$ cat src/rtl/mips_multi_cycle_ctrl.sv
// Multicycle MIPS control FSM with per-state memory-wait timeout and sticky trap/bus-error states.
// Optional retired-instruction counter is built only when macro MIPS_MC_INST_CNT_EN is defined.
module mips_multi_cycle_ctrl #(
  parameter int unsigned MEM_TIMEOUT = 16,
  parameter int unsigned CNT_W       = 32
) (
  input  logic             clk,
  input  logic             rst,
  input  logic [5:0]       opcode,
  input  logic [5:0]       func,
  input  logic             zero,
  input  logic             mem_ready,
  output logic             pc_write,
  output logic             pc_write_cond,
  output logic             branch_ne,
  output logic             iord,
  output logic             mem_read,
  output logic             mem_write,
  output logic             ir_write,
  output logic             reg_write,
  output logic             alu_src_a,
  output logic [1:0]       reg_dst,
  output logic [1:0]       mem_to_reg,
  output logic [1:0]       alu_src_b,
  output logic [1:0]       pc_src,
  output logic [2:0]       alu_ctrl,
  output logic             illegal,
  output logic             bus_err,
  output logic [CNT_W-1:0] inst_count
);

  localparam int unsigned WAIT_W = 8;

  localparam logic [5:0] OP_RTYPE = 6'b000000;
  localparam logic [5:0] OP_LW    = 6'b100011;
  localparam logic [5:0] OP_SW    = 6'b101011;
  localparam logic [5:0] OP_ADDI  = 6'b001000;
  localparam logic [5:0] OP_SLTI  = 6'b001010;
  localparam logic [5:0] OP_BEQ   = 6'b000100;
  localparam logic [5:0] OP_BNE   = 6'b000101;
  localparam logic [5:0] OP_J     = 6'b000010;
  localparam logic [5:0] OP_JAL   = 6'b000011;
  localparam logic [5:0] FN_JR    = 6'b001000;

  typedef enum logic [3:0] {
    FETCH, DECODE, MEM_ADR, MEM_RD, MEM_WB, MEM_WR, R_EX, R_WB,
    I_EX, I_WB, BRANCH, JUMP, JAL, JR, TRAP, BUSERR
  } state_e;

  typedef struct packed {
    logic       pc_write;
    logic       pc_write_cond;
    logic       branch_ne;
    logic       iord;
    logic       mem_read;
    logic       mem_write;
    logic       reg_write;
    logic       alu_src_a;
    logic [1:0] reg_dst;
    logic [1:0] mem_to_reg;
    logic [1:0] alu_src_b;
    logic [1:0] pc_src;
    logic [2:0] alu_ctrl;
    logic       illegal;
    logic       bus_err;
  } ctrl_t;

  state_e            state_q, state_d;
  logic [WAIT_W-1:0] wait_q, wait_d;
  ctrl_t             ctrl_q, ctrl_d;
  logic              func_ok, timeout, wait_state;
  logic [2:0]        r_alu;
  logic              unused_zero;

  // The branch outcome is resolved in the datapath through pc_write_cond.
  assign unused_zero = zero;

  function automatic ctrl_t fetch_ctrl();
    ctrl_t c;
    c           = '0;
    c.mem_read  = 1'b1;
    c.alu_src_b = 2'b01;
    c.alu_ctrl  = 3'b010;
    return c;
  endfunction

  always_comb begin
    r_alu   = 3'b000;
    func_ok = 1'b1;
    case (func)
      6'b100000: r_alu = 3'b010;
      6'b100010: r_alu = 3'b110;
      6'b100100: r_alu = 3'b000;
      6'b100101: r_alu = 3'b001;
      6'b101010: r_alu = 3'b111;
      default:   func_ok = 1'b0;
    endcase
  end

  assign wait_state = (state_q == FETCH) || (state_q == MEM_RD) || (state_q == MEM_WR);
  assign timeout    = !mem_ready && (wait_q == WAIT_W'(MEM_TIMEOUT - 1));

  always_comb begin
    state_d = state_q;
    case (state_q)
      FETCH:   if (mem_ready) state_d = DECODE; else if (timeout) state_d = BUSERR;
      DECODE: begin
        case (opcode)
          OP_LW, OP_SW:     state_d = MEM_ADR;
          OP_RTYPE:         state_d = (func == FN_JR) ? JR : R_EX;
          OP_ADDI, OP_SLTI: state_d = I_EX;
          OP_BEQ, OP_BNE:   state_d = BRANCH;
          OP_J:             state_d = JUMP;
          OP_JAL:           state_d = JAL;
          default:          state_d = TRAP;
        endcase
      end
      MEM_ADR: state_d = (opcode == OP_LW) ? MEM_RD : MEM_WR;
      MEM_RD:  if (mem_ready) state_d = MEM_WB; else if (timeout) state_d = BUSERR;
      MEM_WR:  if (mem_ready) state_d = FETCH; else if (timeout) state_d = BUSERR;
      R_EX:    state_d = func_ok ? R_WB : TRAP;
      I_EX:    state_d = I_WB;
      TRAP:    state_d = TRAP;
      BUSERR:  state_d = BUSERR;
      default: state_d = FETCH;
    endcase
  end

  // Wait counter runs only while a memory state holds itself; any state change clears it.
  assign wait_d = (wait_state && (state_d == state_q)) ? wait_q + WAIT_W'(1) : '0;

  // Output word for the state being entered, so strobes are registered.
  always_comb begin
    ctrl_d = '0;
    case (state_d)
      FETCH:   ctrl_d = fetch_ctrl();
      DECODE:  begin ctrl_d.alu_src_b = 2'b11; ctrl_d.alu_ctrl = 3'b010; end
      MEM_ADR: begin ctrl_d.alu_src_a = 1'b1; ctrl_d.alu_src_b = 2'b10; ctrl_d.alu_ctrl = 3'b010; end
      MEM_RD:  begin ctrl_d.mem_read = 1'b1; ctrl_d.iord = 1'b1; end
      MEM_WB:  begin ctrl_d.reg_write = 1'b1; ctrl_d.mem_to_reg = 2'b01; end
      MEM_WR:  begin ctrl_d.mem_write = 1'b1; ctrl_d.iord = 1'b1; end
      R_EX:    begin ctrl_d.alu_src_a = 1'b1; ctrl_d.alu_ctrl = r_alu; end
      R_WB:    begin ctrl_d.reg_write = 1'b1; ctrl_d.reg_dst = 2'b01; end
      I_EX: begin
        ctrl_d.alu_src_a = 1'b1;
        ctrl_d.alu_src_b = 2'b10;
        ctrl_d.alu_ctrl  = (opcode == OP_SLTI) ? 3'b111 : 3'b010;
      end
      I_WB:    ctrl_d.reg_write = 1'b1;
      BRANCH: begin
        ctrl_d.alu_src_a     = 1'b1;
        ctrl_d.alu_ctrl      = 3'b110;
        ctrl_d.pc_write_cond = 1'b1;
        ctrl_d.pc_src        = 2'b01;
        ctrl_d.branch_ne     = (opcode == OP_BNE);
      end
      JUMP:    begin ctrl_d.pc_write = 1'b1; ctrl_d.pc_src = 2'b10; end
      JR:      begin ctrl_d.pc_write = 1'b1; ctrl_d.pc_src = 2'b11; end
      JAL: begin
        ctrl_d.pc_write   = 1'b1;
        ctrl_d.pc_src     = 2'b10;
        ctrl_d.reg_write  = 1'b1;
        ctrl_d.reg_dst    = 2'b10;
        ctrl_d.mem_to_reg = 2'b10;
      end
      TRAP:    ctrl_d.illegal = 1'b1;
      BUSERR:  ctrl_d.bus_err = 1'b1;
      default: ctrl_d = '0;
    endcase
  end

  always_ff @(posedge clk) begin
    if (rst) begin
      state_q <= FETCH;
      wait_q  <= '0;
      ctrl_q  <= fetch_ctrl();
    end else begin
      state_q <= state_d;
      wait_q  <= wait_d;
      ctrl_q  <= ctrl_d;
    end
  end

  // Instruction-register load and PC increment complete in the same cycle as the fetch.
  assign ir_write      = (state_q == FETCH) && mem_ready;
  assign pc_write      = ctrl_q.pc_write | ir_write;
  assign pc_write_cond = ctrl_q.pc_write_cond;
  assign branch_ne     = ctrl_q.branch_ne;
  assign iord          = ctrl_q.iord;
  assign mem_read      = ctrl_q.mem_read;
  assign mem_write     = ctrl_q.mem_write;
  assign reg_write     = ctrl_q.reg_write;
  assign alu_src_a     = ctrl_q.alu_src_a;
  assign reg_dst       = ctrl_q.reg_dst;
  assign mem_to_reg    = ctrl_q.mem_to_reg;
  assign alu_src_b     = ctrl_q.alu_src_b;
  assign pc_src        = ctrl_q.pc_src;
  assign alu_ctrl      = ctrl_q.alu_ctrl;
  assign illegal       = ctrl_q.illegal;
  assign bus_err       = ctrl_q.bus_err;

`ifdef MIPS_MC_INST_CNT_EN
  logic             retire;
  logic [CNT_W-1:0] cnt_q;

  assign retire = (state_q == R_WB) || (state_q == MEM_WB) || (state_q == I_WB) ||
                  (state_q == BRANCH) || (state_q == JUMP) || (state_q == JR) ||
                  (state_q == JAL) || ((state_q == MEM_WR) && mem_ready);

  always_ff @(posedge clk) begin
    if (rst)         cnt_q <= '0;
    else if (retire) cnt_q <= cnt_q + CNT_W'(1);
  end

  assign inst_count = cnt_q;
`else
  assign inst_count = '0;
`endif

endmodule

$ cat config.mk
export PLATFORM = sky130hd
export DESIGN_NAME = mips_multi_cycle_ctrl
export DESIGN_NICKNAME = d
export VERILOG_FILES = /design/src/rtl/mips_multi_cycle_ctrl.sv
export SDC_FILE = /design/constraint.sdc
export NUM_CORES = 1
export LEC_CHECK = 0
export CAP_MARGIN = 20
export CORE_ASPECT_RATIO = 0.7
export CORE_MARGIN = 5
export CORE_UTILIZATION = 46
export DETAILED_ROUTE_END_ITERATION = 6
export PLACE_DENSITY = 0.81
export SLEW_MARGIN = 20
export SYNTH_ARGS = -nofsm -noshare
export SYNTH_HDL_FRONTEND = slang
export SYNTH_SLANG_ARGS = --single-unit
$ cat constraint.sdc
create_clock -name clk -period 3 [get_ports clk]
set_input_delay 0.6 -clock clk [delete_from_list [all_inputs] [get_ports clk]]
set_output_delay 0.6 -clock clk [all_outputs]
set_load 0.05 [all_outputs]
==> load_flow_metrics.sql, run 1 <==
INSERT INTO impl_metrics (metric_group, metric, value, unit) VALUES
('sta', 'slew_headroom', '58.3', '%'),
('synthesis', 'synth_edf_count', '0', ''),
('clock_network', 'cts-root-to-sink-buffers', '2', ''),
('sta', 'timing.final.crit_period', '2.88', 'ns'),
('worst_setup_path', 'cp_max_delay_cell', 'sky130_fd_sc_hd__or4_1', ''),
('worst_setup_path', 'timing.critical_path.to_type', 'flip-flop', ''),
('synthesis', 'post_synth_inst_count', '249', ''),
('routing', 'routed-via-count', '1874', ''),
('floorplanning', 'num_io_pins', '70', ''),
('sta', 'setup_viol', '0', ''),
('place', 'detailed_place_hpwl', '3710', 'um'),
('routing', 'firstDrtPassIters', '4', ''),
('synthesis', 'synth-seq-area-share', '31.9', '%'),
('sta', 'fin_setup_tns', '0', 'ns'),
('sta', 'tightestPinTransition', '0.624', 'ns'),
('floorplanning', 'design.die.area', '5960', 'um^2'),
('final_layout', 'synthToLayoutAreaGrowth', '25.8', '%'),
('power', 'vdd_ir_drop_max', '0.607', 'mV'),
('hold_path', 'worst_hold_path_type', 'reg -> reg', ''),
('worst_setup_path', 'critical_path.cell_chain', 'clkdlybuf4s50_1 > or4_1 > a311o_1 > o2111ai_1 > nand4_1 > or4_1 > a31oi_1', ''),
('clock_network', 'cts_made_buffers', '5', ''),
('power', 'leakage', '1.03', 'nW'),
('grt', 'grtUsageTotal', '15.9', '%'),
('floorplanning', 'floorplan.initialDensity', '47.5', '%'),
('clock_network', 'postCtsSetupRepairBufs', '0', ''),
('clock_network', 'htree_levels', '2', ''),
('grt', 'grt_overflow_total', '0', ''),
('floorplanning', 'design.core.area', '4350', 'um^2'),
('routing', 'route.detailed.vias_per_inst', '5.28', ''),
('sta', 'timing_hold_violations_final', '0', ''),
('clock_network', 'holdBufCountCts', '0', ''),
('clock_network', 'worst_skew_pair.late_latency', '0.28', 'ns'),
('place', 'place.gp.congestion', '0.863', ''),
('final_layout', 'fraction_of_layout_instances_using_a_drive_strength_above_1', '17.0', '%'),
('routing', 'route.antenna.remaining_nets', '0', ''),
('worst_setup_path', 'most_frequent_cell_on_the_critical_path', 'sky130_fd_sc_hd__or4_1', ''),
('synthesis', 'synth_area', '2070', 'um^2'),
('synthesis', 'postSynth.asyncResetShare', '0', '%'),
('grt', 'antenna_violations_before_repair', '0', ''),
('final_layout', 'largest_register_ff_count', '8', ''),
('final_layout', 'top_register', 'wait_q', ''),
('clock_network', 'clkSinkCount', '33', ''),
('floorplanning', 'die-width', '90.1', 'um'),
('worst_setup_path', 'worstPathArrival', '3.08', 'ns'),
('routing', 'wl_per_cell', '13.5', 'um'),
('final_layout', 'n_antenna_cell', '0', ''),
('synthesis', 'synth_flop_cell', 'sky130_fd_sc_hd__dfxtp_1', ''),
('sta', 'max_freq', '0.348', 'GHz'),
('synthesis', 'syn_avg_cell_area', '8.31', 'um^2'),
('worst_setup_path', 'worst_path_largest_cell_delay', '0.58', 'ns'),
('worst_setup_path', 'critPathBufInv', '1', ''),
('worst_setup_path', 'worst_setup_path_start_kind', 'input port', ''),
('worst_setup_path', 'worst_path_dominant_cell_family', 'simple AND/OR/NAND/NOR gates', ''),
('clock_network', 'tritoncts', 'yes', ''),
('floorplanning', 'fp-row-count', '20', ''),
('clock_network', 'clockRootBuffer', 'sky130_fd_sc_hd__clkbuf_8', ''),
('routing', 'post-route-drc-count', '0', ''),
('floorplanning', 'die-height', '66.1', 'um'),
('power', 'power.density', '1050', 'nW/um^2'),
('sta', 'clock_tree_skew_after_final_layout', '0.00524', 'ns'),
('worst_setup_path', 'cp_data_required_time', '3.21', 'ns'),
('power', 'power', '2.74', 'mW'),
('clock_network', 'cts_repair_resize_count', '0', ''),
('place', 'buffer_ports.inserted', '36', ''),
('synthesis', 'ys_ff_latch', '33', ''),
('sta', 'rsz0062_at_grt', 'no', ''),
('grt', 'grt_first_pass_wirelength', '7750', 'um'),
('clock_network', 'clk_pin_slew', '0.07', 'ns'),
('final_layout', 'finalNetCount', '316', ''),
('run', 'maxCapViolCount', '0', ''),
('synthesis', 'yosys_warnings', '0', ''),
('sta', 'layout_worst_path_cycle_share', '95.9', '%'),
('synthesis', 'synth.lib_cells_used.distinct', '54', ''),
('routing', 'drt_iter0_markers', '116', ''),
('grt', 'grt_max_degree', '20', ''),
('grt', 'grt_pass1_vias', '1707', ''),
('sta', 'maxSlewViolCount', '0', ''),
('routing', 'routed_wirelength', '4790', 'um'),
('worst_setup_path', 'class_of_the_most_critical_setup_path', 'in -> reg', ''),
('worst_setup_path', 'cp_max_fo', '5', ''),
('outcome', 'run_status', 'completed', '');
[placed cells by master (no fill, tap or decap), types with 7 or more instances in the layout]
cell type / synthesis / routed
sky130_fd_sc_hd__dfxtp_1: 33 / 33
sky130_fd_sc_hd__nand3_1: 10 / 10
sky130_fd_sc_hd__conb_1: 1 / 32
sky130_fd_sc_hd__nor3_1: 16 / 16
sky130_fd_sc_hd__nand2_1: 11 / 11
sky130_fd_sc_hd__clkdlybuf4s50_1: 0 / 34
sky130_fd_sc_hd__nor2_1: 18 / 18
sky130_fd_sc_hd__buf_4: 43 / 31
sky130_fd_sc_hd__xnor2_1: 7 / 7
sky130_fd_sc_hd__or4_1: 7 / 7
[cells by family after synthesis]
logic type,synth area share [%]
AOI/OAI and AO/OA,16.2
xor gates and xnor gates,4.66
adders and majority gates,0.605
buffers and inverters,19.5
DFF,31.9
muxes,1.09
other,0.181
and+or+nand+nor,25.9
[through the flow]
stage	worst slack [ns]	utilization, %	hold slack (ns)	cells	area [um^2]
floorplan	0.420	-	0.433	280	2180
global placement	-0.105	57.1	0.442	347	2490
detailed placement	-0.143	57.1	0.451	347	2490
CTS	0.153	59.8	0.460	355	2600
global route	0.0247	59.8	0.500	355	2600
finish	0.124	59.8	0.458	355	2600
[report_power, final]
part	switching (mW)	internal, mW	total, mW	leakage (nW)
clock	0.152	0.271	0.423	0.0585
combinational	0.997	0.708	1.71	0.705
sequential	0.0853	0.531	0.616	0.269
total	1.23	1.51	2.74	1.03
[cell usage after synthesis, drive strengths merged (5+ instances only)]
master / count / share of area [%]
nor3: 16 / 3.9
clkbuf: 6 / 1.1
or4: 8 / 3.1
inv: 6 / 1.1
nand2: 11 / 2.0
a21oi: 6 / 1.5
buf: 49 / 17
xnor2: 7 / 3.0
nand3: 10 / 2.4
dfxtp: 33 / 32
or3: 5 / 1.5
nor2: 18 / 3.3
[routing by layer]
layer | track usage, % | vias up | share of wire, %
li1 | - | 931 | -
met1 | 19.4 | 871 | 44
met2 | 26.8 | 66 | 47
met3 | 6.03 | 6 | 7.8
met4 | 3.53 | 0 | 0.60
met5 | 0 | - | 0
[area by class of cell]
| cell class | instances | area (um^2) |
|---|---|---|
| Fill cell | 400 | 1750 |
| Clock inverter | 1 | 30.0 |
| Clock buffer | 7 | 86.3 |
| Sequential cell | 33 | 661 |
| Multi-Input combinational cell | 186 | 1120 |
| Inverter | 6 | 22.5 |
| Timing Repair Buffer | 67 | 613 |
| Tap cell | 55 | 68.8 |
[worst paths after layout]
| path | slack (ns) | depth (start not counted) | startpoint | end |
|---|---|---|---|---|
| setup / recovery | 0.12 | 7 | opcode[0] | alu_ctrl[2] |
| hold / removal | 0.46 | 1 | wait_q[0] | wait_q[0] |
| setup reg to reg | 0.45 | 6 | state_q[1] | wait_q[6] |
| hold reg to reg | 0.46 | 1 | wait_q[0] | wait_q[0] |
[worst register-to-register path, cell delays in order, from the launching register on]
cell and delay [ns]:
sky130_fd_sc_hd__dfxtp_1 0.48, sky130_fd_sc_hd__or4b_4 0.63, sky130_fd_sc_hd__or4_4 0.54, sky130_fd_sc_hd__buf_4 0.16, sky130_fd_sc_hd__o211ai_1 0.10, sky130_fd_sc_hd__nand3_1 0.28, sky130_fd_sc_hd__nor3_1 0.27
Power figures use the tool's default switching activity.
==> inputs of run 2 (changes only) <==
--- a/config.mk
+++ b/config.mk
@@ -10,7 +10,7 @@
 export CORE_MARGIN = 5
 export CORE_UTILIZATION = 46
 export DETAILED_ROUTE_END_ITERATION = 6
-export PLACE_DENSITY = 0.81
+export PLACE_DENSITY = 0.9
 export SLEW_MARGIN = 20
 export SYNTH_ARGS = -nofsm -noshare
 export SYNTH_HDL_FRONTEND = slang
==> run 2 against run 1 <==
Compared with the run above:
- sequential share of layout area decreased by 0.64 points
- sequential power decreased by 1%
- design area increased by 2.6%
- sequential cell count unchanged
- clock-buffer cell count decreased by 2
- non-clock buffer count increased by 7
- clock skew increased by 0.0017 ns
- routed wire length increased by 3.9%
- global-route usage increased by 0.19 points
- first-iteration DRC count decreased by 25%
- cell count increased by 2.0%
- hold slack got worse by 0.0036 ns
- largest power group unchanged
==> load_flow_metrics.sql, run 2 (synthesis results as in run 1) <==
INSERT INTO impl_metrics (metric_group, metric, value, unit) VALUES
('outcome', 'run_status', 'completed', ''),
('grt', 'grt_first_pass_wirelength', '7900', 'um'),
('final_layout', 'postLayoutCellArea', '2670', 'um^2'),
('sta', 'timing.final.crit_period', '2.89', 'ns'),
('worst_setup_path', 'critical_path.cell_chain', 'clkdlybuf4s50_1 > or4_4 > a311o_1 > o2111ai_1 > nand4_1 > or4_1 > a31oi_1', ''),
('run', 'maxCapViolCount', '0', ''),
('clock_network', 'tritoncts', 'yes', ''),
('power', 'power', '2.70', 'mW'),
('grt', 'grt_pass1_vias', '1745', ''),
('final_layout', 'instances_no_fill', '362', ''),
('place', 'detailed_place_hpwl', '3830', 'um'),
('routing', 'route.met3.wl', '441', 'um'),
('sta', 'slew_headroom', '44.9', '%'),
('place', 'dpl-instance-area', '2540', 'um^2'),
('place', 'dp_slack', '-0.425', 'ns'),
('routing', 'firstDrtPassIters', '4', ''),
('final_layout', 'multi_input_area', '1150', 'um^2'),
('final_layout', 'finalNetCount', '323', ''),
('final_layout', 'top_register', 'wait_q', ''),
('sta', 'clock_tree_skew_after_final_layout', '0.00698', 'ns'),
('sta', 'hold_slack', '0.454', 'ns'),
('final_layout', 'fraction_of_layout_instances_using_a_drive_strength_above_1', '20.8', '%'),
('routing', 'post-route-drc-count', '0', ''),
('clock_network', 'cts_made_buffers', '5', ''),
('sta', 'maxSlewViolCount', '0', ''),
('floorplanning', 'floorplan.initialDensity', '47.5', '%'),
('routing', 'routed_wirelength', '4980', 'um'),
('final_layout', 'final.fill_count', '384', ''),
('worst_setup_path', 'worst_path_largest_cell_delay', '0.56', 'ns'),
('routing', 'met2RoutedLength', '2390', 'um'),
('place', 'place.gp.congestion', '0.862', ''),
('routing', 'wl_per_cell', '13.8', 'um'),
('floorplanning', 'die-width', '90.1', 'um'),
('clock_network', 'htree_levels', '2', ''),
('final_layout', 'register_area', '661', 'um^2'),
('worst_setup_path', 'timing.critical_path.to_type', 'flip-flop', ''),
('clock_network', 'worst_skew_pair.late_latency', '0.29', 'ns'),
('floorplanning', 'design.die.area', '5960', 'um^2'),
('hold_path', 'worst_hold_path_type', 'reg -> reg', ''),
('routing', 'route.detailed.vias_per_inst', '5.38', ''),
('worst_setup_path', 'class_of_the_most_critical_setup_path', 'in -> reg', ''),
('power', 'leakage', '1.07', 'nW'),
('routing', 'route.antenna.remaining_nets', '0', ''),
('grt', 'grt_overflow_total', '0', ''),
('floorplanning', 'num_io_pins', '70', ''),
('floorplanning', 'design.core.area', '4350', 'um^2'),
('final_layout', 'largest_register_ff_count', '8', ''),
('routing', 'drt_iter0_markers', '87', ''),
('final_layout', 'leading_cell_type_in_the_layout_fill_and_taps_excluded', 'sky130_fd_sc_hd__buf_4', ''),
('grt', 'grtUsageTotal', '16.1', '%'),
('clock_network', 'clockRootBuffer', 'sky130_fd_sc_hd__clkbuf_8', ''),
('sta', 'tightestPinTransition', '0.814', 'ns'),
('worst_setup_path', 'cp_max_fo', '5', ''),
('sta', 'layout_worst_path_cycle_share', '96.3', '%'),
('worst_setup_path', 'cp_max_delay_cell', 'sky130_fd_sc_hd__or4_4', ''),
('sta', 'max_freq', '0.346', 'GHz'),
('routing', 'routed-via-count', '1948', ''),
('floorplanning', 'fp-row-count', '20', ''),
('worst_setup_path', 'cp_data_required_time', '3.21', 'ns'),
('floorplanning', 'die-height', '66.1', 'um'),
('routing', 'm1WireLength', '2110', 'um'),
('sta', 'final.setup.worst_slack', '0.112', 'ns'),
('sta', 'setup_viol', '0', ''),
('worst_setup_path', 'worstPathArrival', '3.09', 'ns'),
('worst_setup_path', 'worst_setup_path_start_kind', 'input port', ''),
('place', 'dp.cells', '352', ''),
('sta', 'timing_hold_violations_final', '0', ''),
('final_layout', 'n_antenna_cell', '0', ''),
('sta', 'fin_setup_tns', '0', 'ns'),
('final_layout', 'synthToLayoutAreaGrowth', '29.1', '%'),
('final_layout', 'finalCoreUtilization', '61.3', '%'),
('clock_network', 'cts-root-to-sink-buffers', '2', ''),
('power', 'power.density', '1010', 'nW/um^2'),
('power', 'vdd_ir_drop_max', '0.810', 'mV'),
('place', 'buffer_ports.inserted', '36', ''),
('clock_network', 'clkSinkCount', '33', ''),
('grt', 'grt_max_degree', '20', ''),
('routing', 'uppermost_layer_routed', 'met4', ''),
('clock_network', 'clk_pin_slew', '0.07', 'ns'),
('grt', 'antenna_violations_before_repair', '0', ''),
('final_layout', 'final_cell_mix', 'sky130_fd_sc_hd__buf_4 (37), sky130_fd_sc_hd__clkdlybuf4s50_1 (34), sky130_fd_sc_hd__dfxtp_1 (33)', '');
==> run 2: area by class of cell <==
| class | instances | area share (%) |
|---|---|---|
| clock buffer | 5 | 2.58 |
| clock inverter | 3 | 0.656 |
| inverter | 6 | 0.843 |
| multi-input combinational | 186 | 43.2 |
| sequential | 33 | 24.7 |
| tap | 55 | 2.58 |
| timing repair buffer | 74 | 25.4 |
==> run 2: final timing paths <==
check / from / endpoint / depth (start not counted) / slack, ns
max reg2reg: state_q[1] / alu_ctrl[2] / 6 / 0.19
max: opcode[2] / alu_ctrl[2] / 7 / 0.11
min: wait_q[0] / wait_q[0] / 1 / 0.45
min reg2reg: wait_q[0] / wait_q[0] / 1 / 0.45
==> run 2: what timing repair did <==
action | 4_1_cts | 5_1_grt
hold buffers | 0 | 0
resized for setup | 1 | 5
pin swaps | 0 | 2
setup endpoints to repair | 10 | 6
setup buffers | 0 | 2
==> run 2: worst max-delay path: cells and delay by family <==
family | cells | cell delay (ns)
buffers and inverters | 1 | 0.48
AOI/OAI and AO/OA | 3 | 0.66
and+or+nand+nor | 3 | 1.35
==> run 2: layer usage <==
layer | vias up | track usage [%]
li1 | 945 | -
met4 | 0 | 4.09
met1 | 910 | 20.0
met3 | 7 | 4.44
met5 | - | 0
met2 | 86 | 27.8
==> run 2: where the power goes <==
group	total, mW	internal, mW	leakage, nW	switching, mW
combinational	1.77	0.733	0.755	1.04
sequential	0.608	0.531	0.269	0.0774
clock	0.323	0.160	0.0439	0.163
total	2.70	1.42	1.07	1.28
==> inputs of run 3 (changes only) <==
--- a/config.mk
+++ b/config.mk
@@ -5,12 +5,14 @@
 export SDC_FILE = /design/constraint.sdc
 export NUM_CORES = 1
 export LEC_CHECK = 0
+export ABC_CLOCK_PERIOD_IN_PS = 3000
 export CAP_MARGIN = 20
 export CORE_ASPECT_RATIO = 0.7
 export CORE_MARGIN = 5
 export CORE_UTILIZATION = 46
 export DETAILED_ROUTE_END_ITERATION = 6
 export PLACE_DENSITY = 0.9
+export REMOVE_ABC_BUFFERS = 1
 export SLEW_MARGIN = 20
 export SYNTH_ARGS = -nofsm -noshare
 export SYNTH_HDL_FRONTEND = slang
==> run 3 against run 2 <==
Compared with the run above:
- cell count decreased by 1.9%
- largest power group unchanged
- hold slack improved by 0.0070 ns
- routed wire length increased by 2.8%
- largest cell class unchanged
- sequential share of layout area increased by 0.93 points
- setup slack got worse by 0.043 ns
- sequential power increased by 1%
- design area decreased by 3.6%
- core utilization decreased by 2.2 points
- global-route usage increased by 1.4 points
- die area unchanged
==> load_flow_metrics.sql, run 3 (synthesis results as in run 1) <==
INSERT INTO impl_metrics (metric_group, metric, value, unit) VALUES
('place', 'detailed_place_hpwl', '3940', 'um'),
('floorplanning', 'design.die.area', '5960', 'um^2'),
('floorplanning', 'fp-row-count', '20', ''),
('place', 'buffer_ports.inserted', '36', ''),
('final_layout', 'leading_cell_type_in_the_layout_fill_and_taps_excluded', 'sky130_fd_sc_hd__clkdlybuf4s50_1', ''),
('place', 'dpl-instance-area', '2490', 'um^2'),
('routing', 'firstDrtPassIters', '4', ''),
('worst_setup_path', 'class_of_the_most_critical_setup_path', 'in -> reg', ''),
('sta', 'timing.final.crit_period', '2.93', 'ns'),
('clock_network', 'tritoncts', 'yes', ''),
('power', 'vdd_ir_drop_max', '0.649', 'mV'),
('grt', 'grt_overflow_total', '0', ''),
('power', 'power.density', '1040', 'nW/um^2'),
('outcome', 'run_status', 'completed', ''),
('hold_path', 'timing.hold.worst_path_depth', '1', ''),
('routing', 'post-route-drc-count', '0', ''),
('routing', 'drt_iter0_markers', '165', ''),
('grt', 'grt_max_degree', '21', ''),
('clock_network', 'clk_pin_slew', '0.06', 'ns'),
('clock_network', 'cts-root-to-sink-buffers', '2', ''),
('sta', 'setup_viol', '0', ''),
('floorplanning', 'design.core.area', '4350', 'um^2'),
('final_layout', 'fraction_of_layout_instances_using_a_drive_strength_above_1', '17.3', '%'),
('clock_network', 'htree_levels', '2', ''),
('clock_network', 'clockRootBuffer', 'sky130_fd_sc_hd__clkbuf_8', ''),
('sta', 'clock_tree_skew_after_final_layout', '0.00301', 'ns'),
('floorplanning', 'die-height', '66.1', 'um'),
('routing', 'routed_wirelength', '5120', 'um'),
('power', 'leakage', '1.02', 'nW'),
('sta', 'maxSlewViolCount', '0', ''),
('sta', 'fin_setup_tns', '0', 'ns'),
('final_layout', 'final_cell_mix', 'sky130_fd_sc_hd__clkdlybuf4s50_1 (34), sky130_fd_sc_hd__dfxtp_1 (33), sky130_fd_sc_hd__conb_1 (32)', ''),
('final_layout', 'n_antenna_cell', '0', ''),
('clock_network', 'cts_made_buffers', '5', ''),
('routing', 'route.detailed.vias_per_inst', '5.45', ''),
('worst_setup_path', 'cp_data_required_time', '3.21', 'ns'),
('final_layout', 'top_register', 'wait_q', ''),
('place', 'place.gp.congestion', '0.883', ''),
('grt', 'grt_pass1_vias', '1892', ''),
('floorplanning', 'die-width', '90.1', 'um'),
('hold_path', 'worst_hold_path_type', 'reg -> reg', ''),
('sta', 'max_freq', '0.341', 'GHz'),
('sta', 'rsz0062_at_grt', 'no', ''),
('clock_network', 'clkSinkCount', '33', ''),
('final_layout', 'synthToLayoutAreaGrowth', '24.4', '%'),
('worst_setup_path', 'reg2regPathDepth', '7', ''),
('final_layout', 'largest_register_ff_count', '8', ''),
('routing', 'wl_per_cell', '14.4', 'um'),
('place', 'dp_slack', '-0.236', 'ns'),
('run', 'maxCapViolCount', '0', ''),
('grt', 'grtUsageTotal', '17.5', '%'),
('grt', 'antenna_violations_before_repair', '0', ''),
('routing', 'route.antenna.remaining_nets', '0', ''),
('sta', 'layout_worst_path_cycle_share', '97.7', '%'),
('grt', 'grt_first_pass_wirelength', '8520', 'um'),
('routing', 'routed-via-count', '1935', ''),
('final_layout', 'postLayoutCellArea', '2570', 'um^2'),
('floorplanning', 'num_io_pins', '70', ''),
('sta', 'timing_hold_violations_final', '0', ''),
('worst_setup_path', 'worst_setup_path_start_kind', 'input port', ''),
('sta', 'slew_headroom', '56.2', '%'),
('worst_setup_path', 'worstPathArrival', '3.14', 'ns'),
('sta', 'tightestPinTransition', '0.656', 'ns'),
('floorplanning', 'floorplan.initialDensity', '47.5', '%'),
('worst_setup_path', 'timing.critical_path.to_type', 'flip-flop', ''),
('clock_network', 'worst_skew_pair.late_latency', '0.29', 'ns'),
('power', 'power', '2.67', 'mW'),
('worst_setup_path', 'cp_max_fo', '6', ''),
('final_layout', 'finalNetCount', '316', ''),
('sta', 'final.setup.worst_slack', '0.0686', 'ns'),
('clock_network', 'holdBufCountCts', '0', '');
[run 3: cell types whose count changed in the layout (fill, tap and decap cells not counted), sizes merged]
cell      before  now
clkbuf         5    6
buf           40   33
clkinvlp       1    0
[run 3: per-stage QoR]
step | utilization [%] | std cells | hold slack, ns
3_5_place_dp | 57.1 | 347 | 0.447
3_3_place_gp | 57.1 | 347 | 0.441
2_1_floorplan | - | 225 | 0.433
6_report | 59.1 | 355 | 0.461
4_1_cts | 59.0 | 355 | 0.456
5_1_grt | 59.1 | 355 | 0.488
[run 3: per-layer routing]
metal | vias up | share of wire [%] | global-route usage, %
met3 | 9 | 9.0 | 4.44
li1 | 928 | - | -
met5 | - | 0 | 0
met4 | 0 | 1.2 | 6.32
met1 | 896 | 42 | 20.7
met2 | 102 | 48 | 30.7
[run 3: cell type report]
cell class                      count  area [um^2]
Clock buffer                        6         72.6
Clock inverter                      2         10.0
Fill cell                         393         1780
Inverter                            6         22.5
Multi-Input combinational cell    186         1130
Sequential cell                    33          661
Tap cell                           55         68.8
Timing Repair Buffer               67          613
[run 3: final timing paths]
| check | slack [ns] | end | start |
|---|---|---|---|
| min | 0.46 | wait_q[0] | wait_q[0] |
| max | 0.07 | alu_ctrl[2] | opcode[0] |
| min reg2reg | 0.46 | wait_q[0] | wait_q[0] |
| max reg2reg | 0.37 | pc_src[0] | state_q[2] |
[run 3: what timing repair did]
item | 4_1_cts | 5_1_grt
hold endpoints to repair | 0 | 0
buffers inserted | 0 | 0
resized for setup | 0 | 1
setup endpoints to repair | 0 | 13
[run 3: power breakdown]
group | leakage (nW) | switching, mW | internal [mW] | total [mW]
Clock | 0.0450 | 0.158 | 0.160 | 0.318
Sequential | 0.269 | 0.0854 | 0.531 | 0.617
Combinational | 0.707 | 1.03 | 0.705 | 1.74
Total | 1.02 | 1.27 | 1.40 | 2.67
[run 3: worst max-delay path: stages]
cell	delay [ns]
sky130_fd_sc_hd__clkdlybuf4s50_1	0.44
sky130_fd_sc_hd__or4_1	0.58
sky130_fd_sc_hd__a311o_1	0.33
sky130_fd_sc_hd__o2111ai_1	0.13
sky130_fd_sc_hd__nand4_1	0.30
sky130_fd_sc_hd__or4_1	0.57
sky130_fd_sc_hd__a31oi_1	0.19
